**src/rtl/io_uart_bridge.sv**
```systemverilog
// Serial (8N1) bridge for the core's word-wide IN/OUT interface:
// OUT words leave as 4 bytes MSB-first, 4 received bytes form one IN word.
module io_uart_bridge #(
    parameter int CLKS_PER_BIT = 434
) (
    input  logic        CLK,
    input  logic        reset,
    input  logic        out_req,
    input  logic [31:0] out_data,
    output logic        out_ack,
    input  logic        in_req,
    output logic [31:0] in_data,
    output logic        in_valid,
    input  logic        uart_rx,
    output logic        uart_tx,
    output logic        busy,
    output logic        rx_frame_err,
    output logic        rx_overrun
);

    localparam int CW = $clog2(CLKS_PER_BIT);
    localparam logic [CW-1:0] LAST = CW'(CLKS_PER_BIT - 1);
    localparam logic [CW-1:0] HALF = CW'(CLKS_PER_BIT / 2 - 1);

    typedef enum logic [1:0] {T_IDLE, T_START, T_DATA, T_STOP} tx_state_t;
    typedef enum logic [1:0] {R_IDLE, R_START, R_DATA, R_STOP} rx_state_t;

    // ---------------- transmitter ----------------
    tx_state_t     r_tx_state, w_tx_next;
    logic [CW-1:0] r_tx_cnt;
    logic [2:0]    r_tx_bit;
    logic [1:0]    r_tx_byte;
    logic [31:0]   r_tx_word;
    logic          r_armed;
    logic          r_out_ack;
    logic          w_tx_accept;
    logic          w_tx_tick;
    logic          w_tx_line;
    logic [7:0]    w_tx_cur;

    assign w_tx_tick = (r_tx_cnt == LAST);
    assign w_tx_cur  = r_tx_word[31:24];

    always_comb begin
        w_tx_next   = r_tx_state;
        w_tx_accept = 1'b0;
        w_tx_line   = 1'b1;
        case (r_tx_state)
            T_IDLE: begin
                if (out_req && r_armed) begin
                    w_tx_accept = 1'b1;
                    w_tx_next   = T_START;
                end
            end
            T_START: begin
                w_tx_line = 1'b0;
                if (w_tx_tick) w_tx_next = T_DATA;
            end
            T_DATA: begin
                w_tx_line = w_tx_cur[r_tx_bit];
                if (w_tx_tick && r_tx_bit == 3'd7) w_tx_next = T_STOP;
            end
            T_STOP: begin
                if (w_tx_tick) w_tx_next = (r_tx_byte == 2'd3) ? T_IDLE : T_START;
            end
            default: w_tx_next = T_IDLE;
        endcase
    end

    always_ff @(posedge CLK) begin
        if (reset) begin
            r_tx_state <= T_IDLE;
            r_tx_cnt   <= '0;
            r_tx_bit   <= '0;
            r_tx_byte  <= '0;
            r_tx_word  <= '0;
            r_armed    <= 1'b0;
            r_out_ack  <= 1'b0;
        end else begin
            r_tx_state <= w_tx_next;
            r_out_ack  <= w_tx_accept;
            // A held request sends once; it must drop before the next word.
            if (!out_req)         r_armed <= 1'b1;
            else if (w_tx_accept) r_armed <= 1'b0;
            if (r_tx_state == T_IDLE || w_tx_tick) r_tx_cnt <= '0;
            else                                    r_tx_cnt <= r_tx_cnt + CW'(1);
            if (w_tx_accept) r_tx_word <= out_data;
            if (r_tx_state == T_DATA && w_tx_tick) r_tx_bit <= r_tx_bit + 3'd1;
            if (r_tx_state == T_STOP && w_tx_tick) begin
                r_tx_byte <= r_tx_byte + 2'd1;
                r_tx_word <= {r_tx_word[23:0], 8'h00};
            end
        end
    end

    assign uart_tx = w_tx_line;
    assign busy    = (r_tx_state != T_IDLE);
    assign out_ack = r_out_ack;

    // ---------------- receiver ----------------
    rx_state_t     r_rx_state, w_rx_next;
    logic          r_rx_s1, r_rx_s2, r_rx_d;
    logic [CW-1:0] r_rx_cnt;
    logic [2:0]    r_rx_bit;
    logic [7:0]    r_rx_shift;
    logic [23:0]   r_rx_asm;
    logic [1:0]    r_rx_nbyte;
    logic          r_pend;
    logic [31:0]   r_pend_word;
    logic [31:0]   r_in_data;
    logic          r_in_valid;
    logic          r_frame_err;
    logic          r_overrun;
    logic          w_rx_tick, w_rx_half;
    logic          w_byte_done, w_frame_bad, w_word_done, w_deliver;

    assign w_rx_tick = (r_rx_cnt == LAST);
    assign w_rx_half = (r_rx_cnt == HALF);

    always_comb begin
        w_rx_next   = r_rx_state;
        w_byte_done = 1'b0;
        w_frame_bad = 1'b0;
        case (r_rx_state)
            R_IDLE:  if (r_rx_d && !r_rx_s2) w_rx_next = R_START;
            R_START: if (w_rx_half) w_rx_next = r_rx_s2 ? R_IDLE : R_DATA;
            R_DATA:  if (w_rx_tick && r_rx_bit == 3'd7) w_rx_next = R_STOP;
            R_STOP: begin
                if (w_rx_tick) begin
                    w_rx_next   = R_IDLE;
                    w_byte_done = r_rx_s2;
                    w_frame_bad = !r_rx_s2;
                end
            end
            default: w_rx_next = R_IDLE;
        endcase
    end

    assign w_word_done = w_byte_done && (r_rx_nbyte == 2'd3);
    assign w_deliver   = r_pend && in_req;

    always_ff @(posedge CLK) begin
        if (reset) begin
            r_rx_s1     <= 1'b1;
            r_rx_s2     <= 1'b1;
            r_rx_d      <= 1'b1;
            r_rx_state  <= R_IDLE;
            r_rx_cnt    <= '0;
            r_rx_bit    <= '0;
            r_rx_shift  <= '0;
            r_rx_asm    <= '0;
            r_rx_nbyte  <= '0;
            r_pend      <= 1'b0;
            r_pend_word <= '0;
            r_in_data   <= '0;
            r_in_valid  <= 1'b0;
            r_frame_err <= 1'b0;
            r_overrun   <= 1'b0;
        end else begin
            r_rx_s1    <= uart_rx;
            r_rx_s2    <= r_rx_s1;
            r_rx_d     <= r_rx_s2;
            r_rx_state <= w_rx_next;
            if (r_rx_state == R_IDLE || (r_rx_state == R_START && w_rx_half) || w_rx_tick)
                r_rx_cnt <= '0;
            else
                r_rx_cnt <= r_rx_cnt + CW'(1);
            if (r_rx_state == R_DATA && w_rx_tick) begin
                r_rx_shift <= {r_rx_s2, r_rx_shift[7:1]};
                r_rx_bit   <= r_rx_bit + 3'd1;
            end
            if (w_byte_done) begin
                r_rx_asm   <= {r_rx_asm[15:0], r_rx_shift};
                r_rx_nbyte <= r_rx_nbyte + 2'd1;
            end
            if (w_frame_bad) begin
                r_rx_asm    <= '0;
                r_rx_nbyte  <= '0;
                r_frame_err <= 1'b1;
            end
            r_in_valid <= w_deliver;
            if (w_deliver) r_in_data <= r_pend_word;
            // Completion wins over delivery: the old word goes out, the new one waits.
            if (w_word_done) begin
                r_pend      <= 1'b1;
                r_pend_word <= {r_rx_asm, r_rx_shift};
                if (r_pend && !w_deliver) r_overrun <= 1'b1;
            end else if (w_deliver) begin
                r_pend <= 1'b0;
            end
        end
    end

    assign in_data      = r_in_data;
    assign in_valid     = r_in_valid;
    assign rx_frame_err = r_frame_err;
    assign rx_overrun   = r_overrun;

endmodule

```
**config.mk**
```make
export PLATFORM = sky130hd
export DESIGN_NAME = io_uart_bridge
export DESIGN_NICKNAME = d
export VERILOG_FILES = /design/src/rtl/io_uart_bridge.sv
export SDC_FILE = /design/constraint.sdc
export NUM_CORES = 1
export LEC_CHECK = 0
export CAP_MARGIN = 20
export CORE_UTILIZATION = 30
export DETAILED_ROUTE_END_ITERATION = 12
export SLEW_MARGIN = 25
export SYNTH_ARGS = -nofsm -noshare
export SYNTH_HDL_FRONTEND = slang
export SYNTH_SLANG_ARGS = --single-unit
```
**constraint.sdc**
```tcl
create_clock -name CLK -period 2.3 [get_ports CLK]
set_input_delay 0.69 -clock CLK [delete_from_list [all_inputs] [get_ports CLK]]
set_output_delay 0.69 -clock CLK [all_outputs]
set_load 0.1 [all_outputs]
```
==> impl_metrics.yaml <==
clocking:
  clk_latency_ns: 0.43
  cts_tree: "built"
  cts_max_level: 4
  cts_buffer_depth: 2
  cts_buffers: 17
  ctsHoldBuffers: 0
  clk_pin_slew_worst_paths_ns: 0.07
  root_buffer: "clkbuf_16"
  cts.sinks: 169
setup_path:
  cp-startpoint: "r_tx_bit[0]"
  critPathBufInv: 2
  cp_max_fo: 3
  path_class: "reg2out"
  r2r-end: "r_pend_word[15]"
  crit_cells: 5
  worst_r2r_path_depth: 6
  arrival_ns: 1.89
  cp_top_family: "multiplexers"
  critPathLaunchType: "flip-flop"
  endpoint: "uart_tx"
  crit_slowest_cell: "mux4_2"
  r2r_start: "r_rx_cnt[0]"
  endpoint_kind: "output pin"
  slowest_delay_ns: 0.50
  cp_cell_sequence: "mux4_2 > mux2i_2 > buf_4 > mux2i_4 > buf_12"
  cp_data_required_time_ns: 1.61
  r2r_slack_ns: 0.42
synthesis:
  synth_flop_cell: "dfxtp_1"
  synth_fp_nets: 848
  synth_area_leaders: "dfxtp_1 (51%), nand2_1 (14%), a21oi_1 (6.4%)"
  yosysTopAreaCell: "dfxtp_1"
  synthArstFlopShare: 0
  synth_edf_count: 0
  syn_avg_cell_area_um2: 8.42
  netlist_area_um2: 6700
  synth-seq-cells: 169
  synth_top_area_frac: 0.505
  synth_cell_type_count: 48
  yosys_warnings: 0
  netlist_instances: 795
  seq_area_frac_synth: 0.505
sta:
  skew_ns: 0.0105
  rsz0062_at_grt: "yes"
  finalSetupViolations: 1
  setup_ws_ns: -0.281
  hold_violations: 0
  slew_headroom: 0.614
  fin_crit_ns: 2.58
  finalMaxSlewViolations: 0
  whs_ns: 0.431
  fmax_mhz: 388
  period_share: 1.12
  worst_pin_slew_ns: 0.579
  finalSetupTns_ns: -0.281
die:
  start_util: 0.307
  die-area_um2: 22900
  die_w_um: 151
  coreArea_um2: 21800
  ios: 75
  die_h_um: 151
  num_rows: 54
placement:
  dp_cells: 1111
  gp_congestion: 0.771
  pre_cts_slack_ns: 0.0647
  portBuffers: 74
  hpwl_um: 9080
power:
  power_frac_comb: 0.126
  p_int_mw: 4.92
  clkPwrFrac: 0.431
  p_sw_mw: 1.95
  switching_share: 0.284
  p_leak_nw: 3.03
  irDropWorstVdd_uv: 949
  seqPwrFrac: 0.443
  powerDensity_nw_per_um2: 827
global_routing:
  grt_pass1_wl_um: 23600
  antenna_found_initial: 0
  grt_max_degree: 52
  grt_pass1_vias: 5018
  track_usage: 0.130
  grt.overflow.total: 0
job:
  drv_cap: 0
drt:
  wl_um: 14000
  viasPerCell: 4.59
  drt_iter0_drc: 219
  detail_route.wl_per_cell_um: 12.3
  ant_nets: 0
  first_pass_iters: 4
  vias: 5255
  drc: 0
final_layout:
  drive_gt1_frac: 0.146
  n_fill_cell: 2260
  nNetsFinal: 904
  antennaDiodeCount: 0
  area_delta_synth_final_pct: 24.1
  fin_cells: 1144
  mostFrequentLayoutCells: "nand2_1 (246), dfxtp_1 (167), a21oi_1 (86)"
  final_common_cell: "nand2_1"
worst_hold_path:
  hold_depth: 1
  holdCritPathClass: "reg2reg"
  min_from: "r_rx_s1"
run_status:
  violations: "negative setup slack"
  status: "finished, violations left"
==> cell families (layout without fill, tap and decap cells) <==
| logic type | Yosys count | count (layout) | share of synthesized area |
|---|---|---|---|
| flip-flops | 169 | 169 | 0.505 |
| XOR/XNOR | 16 | 16 | 0.0209 |
| AO/OA/AOI/OAI | 142 | 142 | 0.137 |
| AND/OR/NAND/NOR | 370 | 370 | 0.235 |
| buffers and inverters | 64 | 133 | 0.0419 |
| adder cells (fa/ha/maj) | 16 | 16 | 0.0299 |
| multiplexers | 18 | 18 | 0.0306 |
==> timing repair <==
| item | 4_1_cts | 5_1_grt |
|---|---|---|
| gates resized for setup | 3 | 2 |
| setup endpoints to repair | 1 | 2 |
| buffers inserted | 1 | 0 |
| endpoints found under the hold margin | 0 | 0 |
==> worst min-delay path by stage <==
stage	to	slack [ns]
floorplan	r_rx_s2	0.39
global placement	r_rx_s2	0.39
detailed placement	r_rx_s2	0.42
CTS	r_rx_s2	0.43
global route	r_rx_s2	0.46
finish	r_rx_s2	0.43
==> cell type report <==
| cell class | count | area, um2 | share of cell area |
|---|---|---|---|
| inverters | 10 | 37.5 | 0.00452 |
| multi-input cells | 562 | 3050 | 0.367 |
| clock inverters | 15 | 198 | 0.0238 |
| well taps | 280 | 350 | 0.0422 |
| clock buffers | 17 | 425 | 0.0512 |
| repair buffers | 91 | 858 | 0.103 |
| flip-flops and latches | 169 | 3390 | 0.408 |
==> metal layers <==
layer / part of all wire / routed length, um / vias up / GRT usage
met5: 0 / 0 / - / 0
met4: 0.012 / 174 / 0 / 0.0450
met3: 0.035 / 496 / 16 / 0.0334
met2: 0.46 / 6470 / 86 / 0.218
met1: 0.49 / 6870 / 2393 / 0.159
li1: - / - / 2760 / -
==> power groups by stage <==
stage	logic, mW	registers, mW	clock network, mW
6_report	0.868	3.04	2.96
4_1_cts	0.871	3.04	3.05
3_5_place_dp	0.865	3.11	0
2_1_floorplan	0.567	3.11	0
5_1_grt	0.937	3.05	3.17
3_3_place_gp	0.868	3.11	0
==> sequential cells by signal (all words and copies together), names as in the netlist, 8 cells and up, named ones only <==
signal,count
r_tx_word,32
in_data,32
r_tx_cnt,9
r_pend_word,32
r_rx_shift,8
r_rx_asm,24
r_rx_cnt,9
==> per-stage QoR <==
| step | util | total power, mW | instance area, um2 |
|---|---|---|---|
| floorplan | - | 3.67 | 6710 |
| global placement | 0.351 | 3.98 | 7670 |
| detailed placement | 0.351 | 3.98 | 7670 |
| CTS | 0.381 | 6.96 | 8300 |
| global route | 0.381 | 7.17 | 8310 |
| finish | 0.381 | 6.87 | 8310 |
==> synthesized netlist by cell type, types with 4 or more instances <==
library cell  instances
and3_1                6
buf_2                 8
ha_1                 16
clkbuf_1             38
nand2_1             246
inv_1                10
nor2_1               66
dfxtp_1             169
buf_1                 4
mux2i_1              16
a21oi_1              86
nand3_1              17
xnor2_1               9
a21oi_2              19
xor2_1                7
a311oi_1             24
nand2b_1              4
buf_6                 4
Note: power is estimated with default switching activity, not from simulation.
